`src/rtl/rx_ctrl_pkg.sv`:
```
// Shared constants and state encoding for the UART receive frame controller.
package rx_ctrl_pkg;

    localparam int FIFO_DEPTH_DEF = 4;
    localparam int DATA_W         = 8;

    // Bit positions inside the 10-bit frame delivered by the receiver
    localparam int START_BIT = 0;
    localparam int DATA_LSB  = 1;
    localparam int STOP_BIT  = 9;

    typedef enum logic [2:0] {
        IDLE    = 3'd0,
        ARMED   = 3'd1,
        CHECK   = 3'd2,
        PUSH    = 3'd3,
        RECOVER = 3'd4
    } rx_state_e;

endpackage

```
`src/rtl/rx_byte_fifo.sv`:
```
// Small synchronous byte FIFO; the head entry is presented directly from storage.
module rx_byte_fifo
    import rx_ctrl_pkg::*;
#(
    parameter int DEPTH  = FIFO_DEPTH_DEF,
    parameter int ADDR_W = 2
) (
    input  logic                i_clk,
    input  logic                i_rst,
    input  logic                i_wr_en,
    input  logic [DATA_W-1:0]   i_wr_data,
    input  logic                i_rd_en,
    output logic [DATA_W-1:0]   o_rd_data,
    output logic                o_full,
    output logic                o_empty,
    output logic [ADDR_W:0]     o_count
);

    logic [DATA_W-1:0] r_mem [DEPTH];
    logic [ADDR_W-1:0] r_wr_ptr;
    logic [ADDR_W-1:0] r_rd_ptr;
    logic [ADDR_W:0]   r_count;
    logic              w_wr;
    logic              w_rd;

    assign o_full    = (r_count == (ADDR_W+1)'(DEPTH));
    assign o_empty   = (r_count == '0);
    assign o_count   = r_count;
    assign o_rd_data = r_mem[r_rd_ptr];

    // A write into a full FIFO is only allowed when a read frees the head slot in the same cycle
    assign w_rd = i_rd_en & ~o_empty;
    assign w_wr = i_wr_en & (~o_full | w_rd);

    // Storage, pointers (wrap naturally at DEPTH) and occupancy
    always_ff @(posedge i_clk or posedge i_rst) begin
        if (i_rst) begin
            for (int i = 0; i < DEPTH; i++) r_mem[i] <= '0;
            r_wr_ptr <= '0;
            r_rd_ptr <= '0;
            r_count  <= '0;
        end else begin
            if (w_wr) begin
                r_mem[r_wr_ptr] <= i_wr_data;
                r_wr_ptr        <= r_wr_ptr + 1'b1;
            end
            if (w_rd) r_rd_ptr <= r_rd_ptr + 1'b1;
            case ({w_wr, w_rd})
                2'b10:   r_count <= r_count + 1'b1;
                2'b01:   r_count <= r_count - 1'b1;
                default: r_count <= r_count;
            endcase
        end
    end

endmodule

```
`src/rtl/rx_frame_ctrl.sv`:
```
// Receive frame controller: arms the UART receiver, checks frames, queues good bytes,
// and holds the receiver in reset after a framing error until the line is idle.
module rx_frame_ctrl
    import rx_ctrl_pkg::*;
#(
    parameter int FIFO_DEPTH   = FIFO_DEPTH_DEF,
    parameter int ADDR_W       = 2,
    parameter int IDLE_SAMPLES = 8,
    parameter int CNT_W        = 8
) (
    input  logic                bclk_x8,
    input  logic                rst,
    input  logic                enable,
    input  logic                rx_line,
    input  logic [9:0]          frame_in,
    input  logic                frame_done,
    output logic                rx_hold,
    output logic [7:0]          out_data,
    output logic                out_valid,
    input  logic                out_ready,
    output logic [ADDR_W:0]     fifo_count,
    output logic                frame_err,
    output logic                overrun_err,
    output logic [CNT_W-1:0]    frame_err_cnt,
    output logic [CNT_W-1:0]    drop_cnt,
    input  logic                err_clear
);

    localparam logic [2:0] S_IDLE    = IDLE;
    localparam logic [2:0] S_ARMED   = ARMED;
    localparam logic [2:0] S_CHECK   = CHECK;
    localparam logic [2:0] S_PUSH    = PUSH;
    localparam logic [2:0] S_RECOVER = RECOVER;

    localparam int IDLE_W = $clog2(IDLE_SAMPLES + 1);

    logic [2:0]        r_state;
    logic [9:0]        r_frame;
    logic              r_fd_d;
    logic [IDLE_W-1:0] r_idle_cnt;

    logic w_fd_rise;
    logic w_frame_ok;
    logic w_bad;
    logic w_push;
    logic w_pop;
    logic w_drop;
    logic w_full;
    logic w_empty;

    assign w_fd_rise  = frame_done & ~r_fd_d;
    assign w_frame_ok = ~r_frame[START_BIT] & r_frame[STOP_BIT];
    // A frame abandoned by enable going low is neither checked nor pushed
    assign w_bad      = enable & (r_state == S_CHECK) & ~w_frame_ok;
    assign w_push     = enable & (r_state == S_PUSH);
    assign w_pop      = out_ready & ~w_empty;
    assign w_drop     = w_push & w_full & ~w_pop;

    assign rx_hold    = (r_state == S_IDLE) | (r_state == S_RECOVER);
    assign out_valid  = ~w_empty;

    rx_byte_fifo #(
        .DEPTH  (FIFO_DEPTH),
        .ADDR_W (ADDR_W)
    ) u_fifo (
        .i_clk     (bclk_x8),
        .i_rst     (rst),
        .i_wr_en   (w_push & ~w_drop),
        .i_wr_data (r_frame[DATA_LSB +: DATA_W]),
        .i_rd_en   (w_pop),
        .o_rd_data (out_data),
        .o_full    (w_full),
        .o_empty   (w_empty),
        .o_count   (fifo_count)
    );

    // Controller sequencing, frame capture and line-idle qualification
    always_ff @(posedge bclk_x8 or posedge rst) begin
        if (rst) begin
            r_state    <= S_IDLE;
            r_frame    <= '0;
            r_fd_d     <= 1'b0;
            r_idle_cnt <= '0;
        end else begin
            r_fd_d <= frame_done;
            if (!enable) begin
                r_state <= S_IDLE;
            end else begin
                case (r_state)
                    S_IDLE:  r_state <= S_ARMED;
                    S_ARMED: begin
                        if (w_fd_rise) begin
                            r_frame <= frame_in;
                            r_state <= S_CHECK;
                        end
                    end
                    S_CHECK: begin
                        if (w_frame_ok) begin
                            r_state <= S_PUSH;
                        end else begin
                            r_idle_cnt <= '0;
                            r_state    <= S_RECOVER;
                        end
                    end
                    S_PUSH:  r_state <= S_ARMED;
                    S_RECOVER: begin
                        if (!rx_line) begin
                            r_idle_cnt <= '0;
                        end else if (r_idle_cnt == IDLE_W'(IDLE_SAMPLES - 1)) begin
                            r_idle_cnt <= '0;
                            r_state    <= S_ARMED;
                        end else begin
                            r_idle_cnt <= r_idle_cnt + 1'b1;
                        end
                    end
                    default: r_state <= S_IDLE;
                endcase
            end
        end
    end

    // Sticky error flags and saturating counters; a new error outranks err_clear
    always_ff @(posedge bclk_x8 or posedge rst) begin
        if (rst) begin
            frame_err     <= 1'b0;
            frame_err_cnt <= '0;
            overrun_err   <= 1'b0;
            drop_cnt      <= '0;
        end else begin
            if (w_bad) begin
                frame_err     <= 1'b1;
                frame_err_cnt <= err_clear ? CNT_W'(1) :
                                 (&frame_err_cnt ? frame_err_cnt : frame_err_cnt + 1'b1);
            end else if (err_clear) begin
                frame_err     <= 1'b0;
                frame_err_cnt <= '0;
            end
            if (w_drop) begin
                overrun_err <= 1'b1;
                drop_cnt    <= err_clear ? CNT_W'(1) :
                               (&drop_cnt ? drop_cnt : drop_cnt + 1'b1);
            end else if (err_clear) begin
                overrun_err <= 1'b0;
                drop_cnt    <= '0;
            end
        end
    end

endmodule

```
`config.mk`:
```
export PLATFORM = sky130hd
export DESIGN_NAME = rx_frame_ctrl
export DESIGN_NICKNAME = d
export VERILOG_FILES = /design/src/rtl/rx_ctrl_pkg.sv /design/src/rtl/rx_byte_fifo.sv /design/src/rtl/rx_frame_ctrl.sv
export SDC_FILE = /design/constraint.sdc
export NUM_CORES = 1
export LEC_CHECK = 0
export ABC_AREA = 1
export BUFFER_PORTS_ARGS = -buffer_cell sky130_fd_sc_hd__buf_4
export CAP_MARGIN = 25
export CORE_UTILIZATION = 30
export CTS_BUF_LIST = sky130_fd_sc_hd__clkbuf_16
export DETAILED_ROUTE_END_ITERATION = 6
export PLACE_DENSITY_LB_ADDON = 0.25
export SLEW_MARGIN = 40
export SYNTH_ARGS = -nofsm -noshare
export SYNTH_HDL_FRONTEND = slang
export SYNTH_SLANG_ARGS = --single-unit
```
`constraint.sdc`:
```
create_clock -name bclk_x8 -period 2.5 [get_ports bclk_x8]
set_input_delay 0.75 -clock bclk_x8 [delete_from_list [all_inputs] [get_ports bclk_x8]]
set_output_delay 0.75 -clock bclk_x8 [all_outputs]
set_load 0.01 [all_outputs]
```
## After elaboration in Yosys (flattened, before gate mapping)

Cells that the tools add are included.

- Word-level logic and storage cells: 103
- Input port bits: 17
- Register bits after elaboration: 75
- Output and inout bits: 31

- Eq/ne operators: 14
- Order comparisons: 3
- Multiplexer cells: 27
- Reduce and logical (&&, ||, !) cells: 15
- Add/subtract/negate cells: 7
- Bitwise logic cells: 22

Operators with widths:

| cell | count |
|---|---|
| 8-bit two-way mux | 10 |
| 32-bit bitwise mux | 1 |
| 8-bit by 1-bit adder with 8-bit output (second input constant) | 2 |
| 8-bit binary-select mux with 2-bit select | 1 |
| 8-bit demux with 2-bit select | 1 |
| 8-bit AND reduction | 2 |
| 3-bit two-way mux | 5 |
| 4-bit two-way mux | 3 |
| 3-bit one-hot mux with 4 select lines | 1 |
| 1-bit AND | 11 |
| 3-bit AND reduction | 3 |
| 4-bit one-hot mux with 2 select lines | 1 |
| 2-bit nonzero test | 4 |
| 1-bit inverter | 7 |
| 3-bit by 2-bit == test with 1-bit output (second input constant) | 2 |
| 3-bit == test (second input constant) | 2 |
| 3-bit >= comparator (second input constant) | 2 |
| 3-bit zero test | 2 |
| 2-bit inequality test (second input constant) | 3 |
| 3-bit inequality test (second input constant) | 2 |
| 2-bit inverter with 3-bit output | 2 |
| 3-bit one-hot mux with 2 select lines | 1 |
| 2-bit by 1-bit adder with 2-bit output (second input constant) | 2 |
| 4-bit by 1-bit adder with 4-bit output (second input constant) | 1 |
| other kinds (13) | 17 |

## Longest topological paths before layout

- Word-level depth: 10
- Mapped depth: 9
- Depth with buffers taken out: 9

## By module

From an unflattened synthesis, not the netlist that was laid out.

- Cells, all modules: 500
- Area, all modules: 3,973.8 um2

Modules (own cells, without submodules):

| module | cells an instance | area each (um2) | sequential area each (um2) | times used |
|---|---|---|---|---|
| rx_byte_fifo | 237 | 2,019.4 | 975.9 | 1 |
| rx_frame_ctrl | 263 | 1,954.4 | 900.9 | 1 |

## Least setup slack after synthesis

No wires, ideal clock.

- Path kind: input to register
- From: input port out_ready
- To: register u_fifo.r_count[2], in the netlist u_fifo.o_count[2]
- Arrival: 1.994 ns
- Setup slack: 0.375 ns
- Buffers on the path: 0
- Library setup time: 0.131 ns
- Data required time: 2.369 ns
- Stages on the path: 9
- Cells stage by stage: inv_1 nand3_1 nand4_1 ha_1 inv_1 fa_1 a21oi_1 o21ai_0 xor2_1

- Word-level cells in the longest chain between the ends: 8
- Elaborated cells between the ends (all ways): 12
- Classes of those cells: 2 x eq/ne; 1 x mux; 8 x bitwise; 1 x reduce/logical

Ends and longest elaborated chain:

| what | line | source |
|---|---|---|
| start, declared | rx_frame_ctrl.sv:20 | `input logic out_ready,` |
| 1-bit AND * | rx_frame_ctrl.sv:56 | `assign w_pop = out_ready & ~w_empty;` |
| 1-bit inverter | rx_frame_ctrl.sv:57 | `assign w_drop = w_push & w_full & ~w_pop;` |
| 1-bit AND | rx_frame_ctrl.sv:57 |  |
| 1-bit inverter | rx_frame_ctrl.sv:68 | `.i_wr_en (w_push & ~w_drop),` |
| 1-bit AND | rx_frame_ctrl.sv:68 |  |
| 1-bit AND | rx_byte_fifo.sv:33 | `assign w_wr = i_wr_en & (~o_full \| w_rd);` |
| 2-bit by 1-bit == test with 1-bit output or 2-bit == test (tied branches) | rx_byte_fifo.sv:48 | `case ({w_wr, w_rd})` |
| 3-bit one-hot mux with 2 select lines or 2-bit nonzero test (tied branches) | -- |  |
| end signal, assigned | rx_byte_fifo.sv:49 | `2'b10: r_count <= r_count + 1'b1;` |
| end signal, assigned | rx_byte_fifo.sv:50 | `2'b01: r_count <= r_count - 1'b1;` |
| end signal, assigned | rx_byte_fifo.sv:51 | `default: r_count <= r_count;` |
| end, declared | rx_byte_fifo.sv:22 | `logic [ADDR_W:0] r_count;` |

Mark *: on every way between the ends. The rest lies on a longest branch, timed or not.
A chain may end at the register's enable or synchronous reset.

## Worst setup path in the final report

- From: register u_fifo.r_rd_ptr[1]
- To: output port out_data[2]

- Word-level cells in the longest chain between the ends: 4

Ends and longest elaborated chain:

| what | line | source |
|---|---|---|
| start, declared | rx_byte_fifo.sv:21 | `logic [ADDR_W-1:0] r_rd_ptr;` |
| start signal, assigned | rx_byte_fifo.sv:47 | `if (w_rd) r_rd_ptr <= r_rd_ptr + 1'b1;` |
| 2-bit inverter with 3-bit output (not written as such) | rx_byte_fifo.sv:29 | `assign o_rd_data = r_mem[r_rd_ptr];` |
| 8-bit binary-select mux with 2-bit select | rx_byte_fifo.sv:29 |  |
| 8-bit two-way mux (not written as such) (2 in series) | rx_byte_fifo.sv:29 |  |
| end, declared | rx_frame_ctrl.sv:18 | `output logic [7:0] out_data,` |

No other way between the ends. The select of a mux whose other input is x is not followed.

==> results_dict.tcl <==
set metrics [dict create \
    status "completed" \
    length_in_cells_of_the_worst_reg_to_reg_path 9 \
    worst-path-stages 4 \
    worst-path-max-fanout 9 \
    synth_top_area_cell "sky130_fd_sc_hd__dfrtp_1" \
    cell_count_post_placement 656 \
    post_drt_via_cell_ratio 4.56 \
    synth_fa_ha_area_share_pct 3.19 \
    crit_chain "inv_1, o21ai_0, o22ai_1, buf_4" \
    die_w_um 114 \
    vdd_drop_max_mv 0.330 \
    worst_ep_required_time_ns 1.75 \
    netlist_area_sq_um 3760 \
    design.die.area_sq_um 13000 \
    compound_cell_area_share_of_the_yosys_netlist_pct 13.4 \
    drv_cap 0 \
    clock_path_buffers 2 \
    worst_setup_hold_path_clk_slew_ns 0.06 \
    gp_routability_congestion 0.812 \
    global_route_total_overflow 0 \
    flow.area_growth_from_synthesis_pct 22.8 \
    slew_headroom_pct 67.9 \
    cts.repair.resized 0 \
    setup_violators_final 0 \
    met3_length_um 302 \
    cts_inserted_buffers 9 \
    clock-sinks 75 \
    cts_post_setup_buffers_inserted 0 \
    route.layer.met1.wl_mm 4.07 \
    netlist-cell-type-count 28 \
    grt_pass1_wl_mm 14.4 \
    placeableCoreArea_sq_um 12100 \
    finalHoldViolCount 0 \
    grt_start_max_net_pins 60 \
    synth_nets 474 \
    finalWorstPathRequiredPeriod_ns 2.37 \
    nets 525 \
    synth-async-reset-ratio_pct 100 \
    skew_ns 0.00772 \
    postSynthCellCount 448 \
    dr_wl_met2_mm 3.84 \
    synthXorXnorAreaFrac_pct 1.40 \
    first_global_vias 2977 \
    drtIter0Drc 131 \
    cp_peak_stage_delay_ns 0.49 \
    rsz_0062_raised_after_global_routing "no" \
    synth.area.top_cells "sky130_fd_sc_hd__dfrtp_1 50%, sky130_fd_sc_hd__nand2_1 11%, sky130_fd_sc_hd__o21ai_0 5.7%, sky130_fd_sc_hd__inv_1 4.9%, sky130_fd_sc_hd__nand3_1 3.7%" \
    multiplexer_fraction_of_the_synthesized_cell_area_pct 0 \
    wl_mm 8.37 \
    stdcell_count 672 \
    starting_density_pct 31.1 \
    holdBufCountCts 0 \
    timing_worst_slew_pin_value_ns 0.481 \
    insertedDiodeCount 0 \
    io-pin-count 48 \
    cts_tree "built" \
    drt.antenna.violating_nets 0 \
    routed_wl_per_cell_um 12.5 \
    ys.warnings.count 0 \
    path_delay_family "flip-flops" \
    floorplan.die.height_um 114 \
    timing.setup.tns_ns 0 \
    p_leak_nw 2.19 \
    mean_cell_area_of_the_mapped_netlist_sq_um 8.40 \
    layout-drive-gt1-share_pct 18.7 \
    cellPowerDensity_nw_per_um2 993 \
    grt_antenna_before_repair 0 \
    top_metal_used "met4" \
    timing.critical_path.arrival_ns 1.62 \
    synth_edf_count 0 \
    drv_slew 0 \
    number_of_h_tree_branching_levels 3 \
    synth-simple-area-share_pct 24.7 \
    rows 40 \
    fmaxAchievable_mhz 422 \
    yosys_most_used_dff "sky130_fd_sc_hd__dfrtp_1" \
    synth.ff_latch_count 75 \
    port_buffers 47 \
    clock_insertion_delay_worst_skew_ns 0.34 \
    main_combinational_cell_family_by_area_after_synthesis "simple AND/OR/NAND/NOR gates" \
    route.vias.total 3062 \
    dp_hpwl_mm 5.83 \
    cts-root-buf "sky130_fd_sc_hd__clkbuf_16" \
    fin_crit_sh_pct 94.9 \
    cp-start-kind "flip-flop" \
    worstPathBufferInverterCount 2 \
    worst_setup_path_end_kind "primary output" \
    grt_usage_pct 14.2 \
    hold_path_class "input pin to async pin" \
    detail_route.first_pass.iterations 4 \
    seq_area_frac_synth_pct 49.9 \
    netlist.area_leader.share_pct 49.9 \
    cpMaxStageDelayCell "sky130_fd_sc_hd__dfrtp_1" \
    worst-setup-path-type "flip-flop to primary output" \
    drc 0 \
]
## synthesized netlist by cell type, types with 3 or more instances
cell type,n
sky130_fd_sc_hd__o22ai_1,8
sky130_fd_sc_hd__dfrtp_1,75
sky130_fd_sc_hd__nand3_1,28
sky130_fd_sc_hd__nand2_1,109
sky130_fd_sc_hd__xor2_1,5
sky130_fd_sc_hd__inv_1,49
sky130_fd_sc_hd__o21ai_0,43
sky130_fd_sc_hd__nand4_1,13
sky130_fd_sc_hd__o21ai_1,24
sky130_fd_sc_hd__clkbuf_1,5
sky130_fd_sc_hd__a21oi_1,7
sky130_fd_sc_hd__buf_6,4
sky130_fd_sc_hd__nor2_4,3
sky130_fd_sc_hd__buf_2,3
sky130_fd_sc_hd__ha_1,8
sky130_fd_sc_hd__nand2_4,6
sky130_fd_sc_hd__nor2_1,37
sky130_fd_sc_hd__o21ai_2,8
## routing by layer
layer / track usage (%) / up-vias
met3: 2.02 / 13
met2: 22.2 / 56
met5: 0 / -
li1: - / 1568
met4: 7.01 / 0
met1: 19.2 / 1425
## per-stage QoR
| stage | instance area (sq um) | worst slack (ns) | power, W | hold WS [ns] | util (%) |
|---|---|---|---|---|---|
| 2_1_floorplan | 3770 | 0.375 | 0.00271 | 0.450 | - |
| 3_3_place_gp | 4300 | 0.190 | 0.00320 | 0.461 | 35.5 |
| 3_5_place_dp | 4300 | 0.163 | 0.00324 | 0.463 | 35.5 |
| 4_1_cts | 4620 | 0.142 | 0.00464 | 0.413 | 38.2 |
| 5_1_grt | 4620 | 0.00108 | 0.00493 | 0.437 | 38.2 |
| 6_report | 4620 | 0.128 | 0.00459 | 0.405 | 38.2 |
## sequential cells by signal, summed over array words and instances (netlist names)
name             cells
u_fifo.r_wr_ptr      2
r_state              3
overrun_err          1
drop_cnt             8
r_idle_cnt           4
frame_err_cnt        8
frame_err            1
u_fifo.r_mem        32
r_frame             10
u_fifo.o_count       3
u_fifo.r_rd_ptr      2
r_fd_d               1
## power by group
| group | total [W] | internal (W) | switching, W |
|---|---|---|---|
| Clock | 0.00139 | 0.000871 | 0.000518 |
| Sequential | 0.00176 | 0.00155 | 0.000209 |
| Combinational | 0.00144 | 0.000578 | 0.000866 |
## cells in the final DEF (no fill, tap or decap), drive strengths merged
master / netlist / layout
or2: 1 / 1
clkinv: 0 / 3
buf: 8 / 53
ha: 8 / 8
inv: 51 / 51
nor3: 2 / 2
nor2: 40 / 40
a211oi: 1 / 1
clkinvlp: 0 / 2
dfrtp: 75 / 75
o21bai: 1 / 1
o22ai: 8 / 8
xnor2: 1 / 1
o21ai: 75 / 75
xor2: 5 / 5
bufinv: 0 / 2
nand3: 28 / 28
fa: 1 / 1
nand2: 117 / 117
a21oi: 7 / 7
clkbuf: 5 / 9
nand4: 14 / 14
## worst reg2reg max path, cell delays in order (launching register included)
cell and delay, ns:
sky130_fd_sc_hd__dfrtp_1 0.41, sky130_fd_sc_hd__nor2_1 0.19, sky130_fd_sc_hd__nand3_1 0.17, sky130_fd_sc_hd__nand4_1 0.15, sky130_fd_sc_hd__ha_1 0.16, sky130_fd_sc_hd__inv_1 0.06
sky130_fd_sc_hd__fa_1 0.37, sky130_fd_sc_hd__a21oi_1 0.14, sky130_fd_sc_hd__o21ai_0 0.10, sky130_fd_sc_hd__xor2_1 0.15
## final timing paths
kind | end | slack (ns) | from
worst min-delay path | r_frame[3] | 0.41 | rst
min in group bclk_x8 | u_fifo.r_mem[21] | 0.47 | u_fifo.r_mem[21]
worst max-delay path | out_data[2] | 0.13 | u_fifo.r_rd_ptr[1]
max in group asynchronous | u_fifo.o_count[0] | 1.47 | rst
worst min register to register | u_fifo.r_mem[21] | 0.47 | u_fifo.r_mem[21]
worst max register to register | u_fifo.o_count[2] | 0.48 | u_fifo.o_count[1]
## final cells by class
type                       instances  area (sq um)
tap                              168           210
multi-input combinational        309          1610
sequential                        75          1880
fill                            1293          7490
inverter                          51           195
timing repair buffer              53           410
clock inverter                     7          93.8
clock buffer                       9           225
## cell families (layout without fill, tap and decap cells)
logic type / count (synthesis) / in the layout
AND/OR/NAND/NOR: 202 / 202
AO/OA/AOI/OAI: 92 / 92
flip-flops: 75 / 75
buffers and inverters: 64 / 120
adder cells (fa/ha/maj): 9 / 9
XOR/XNOR: 6 / 6
Power figures use the tool's default switching activity.
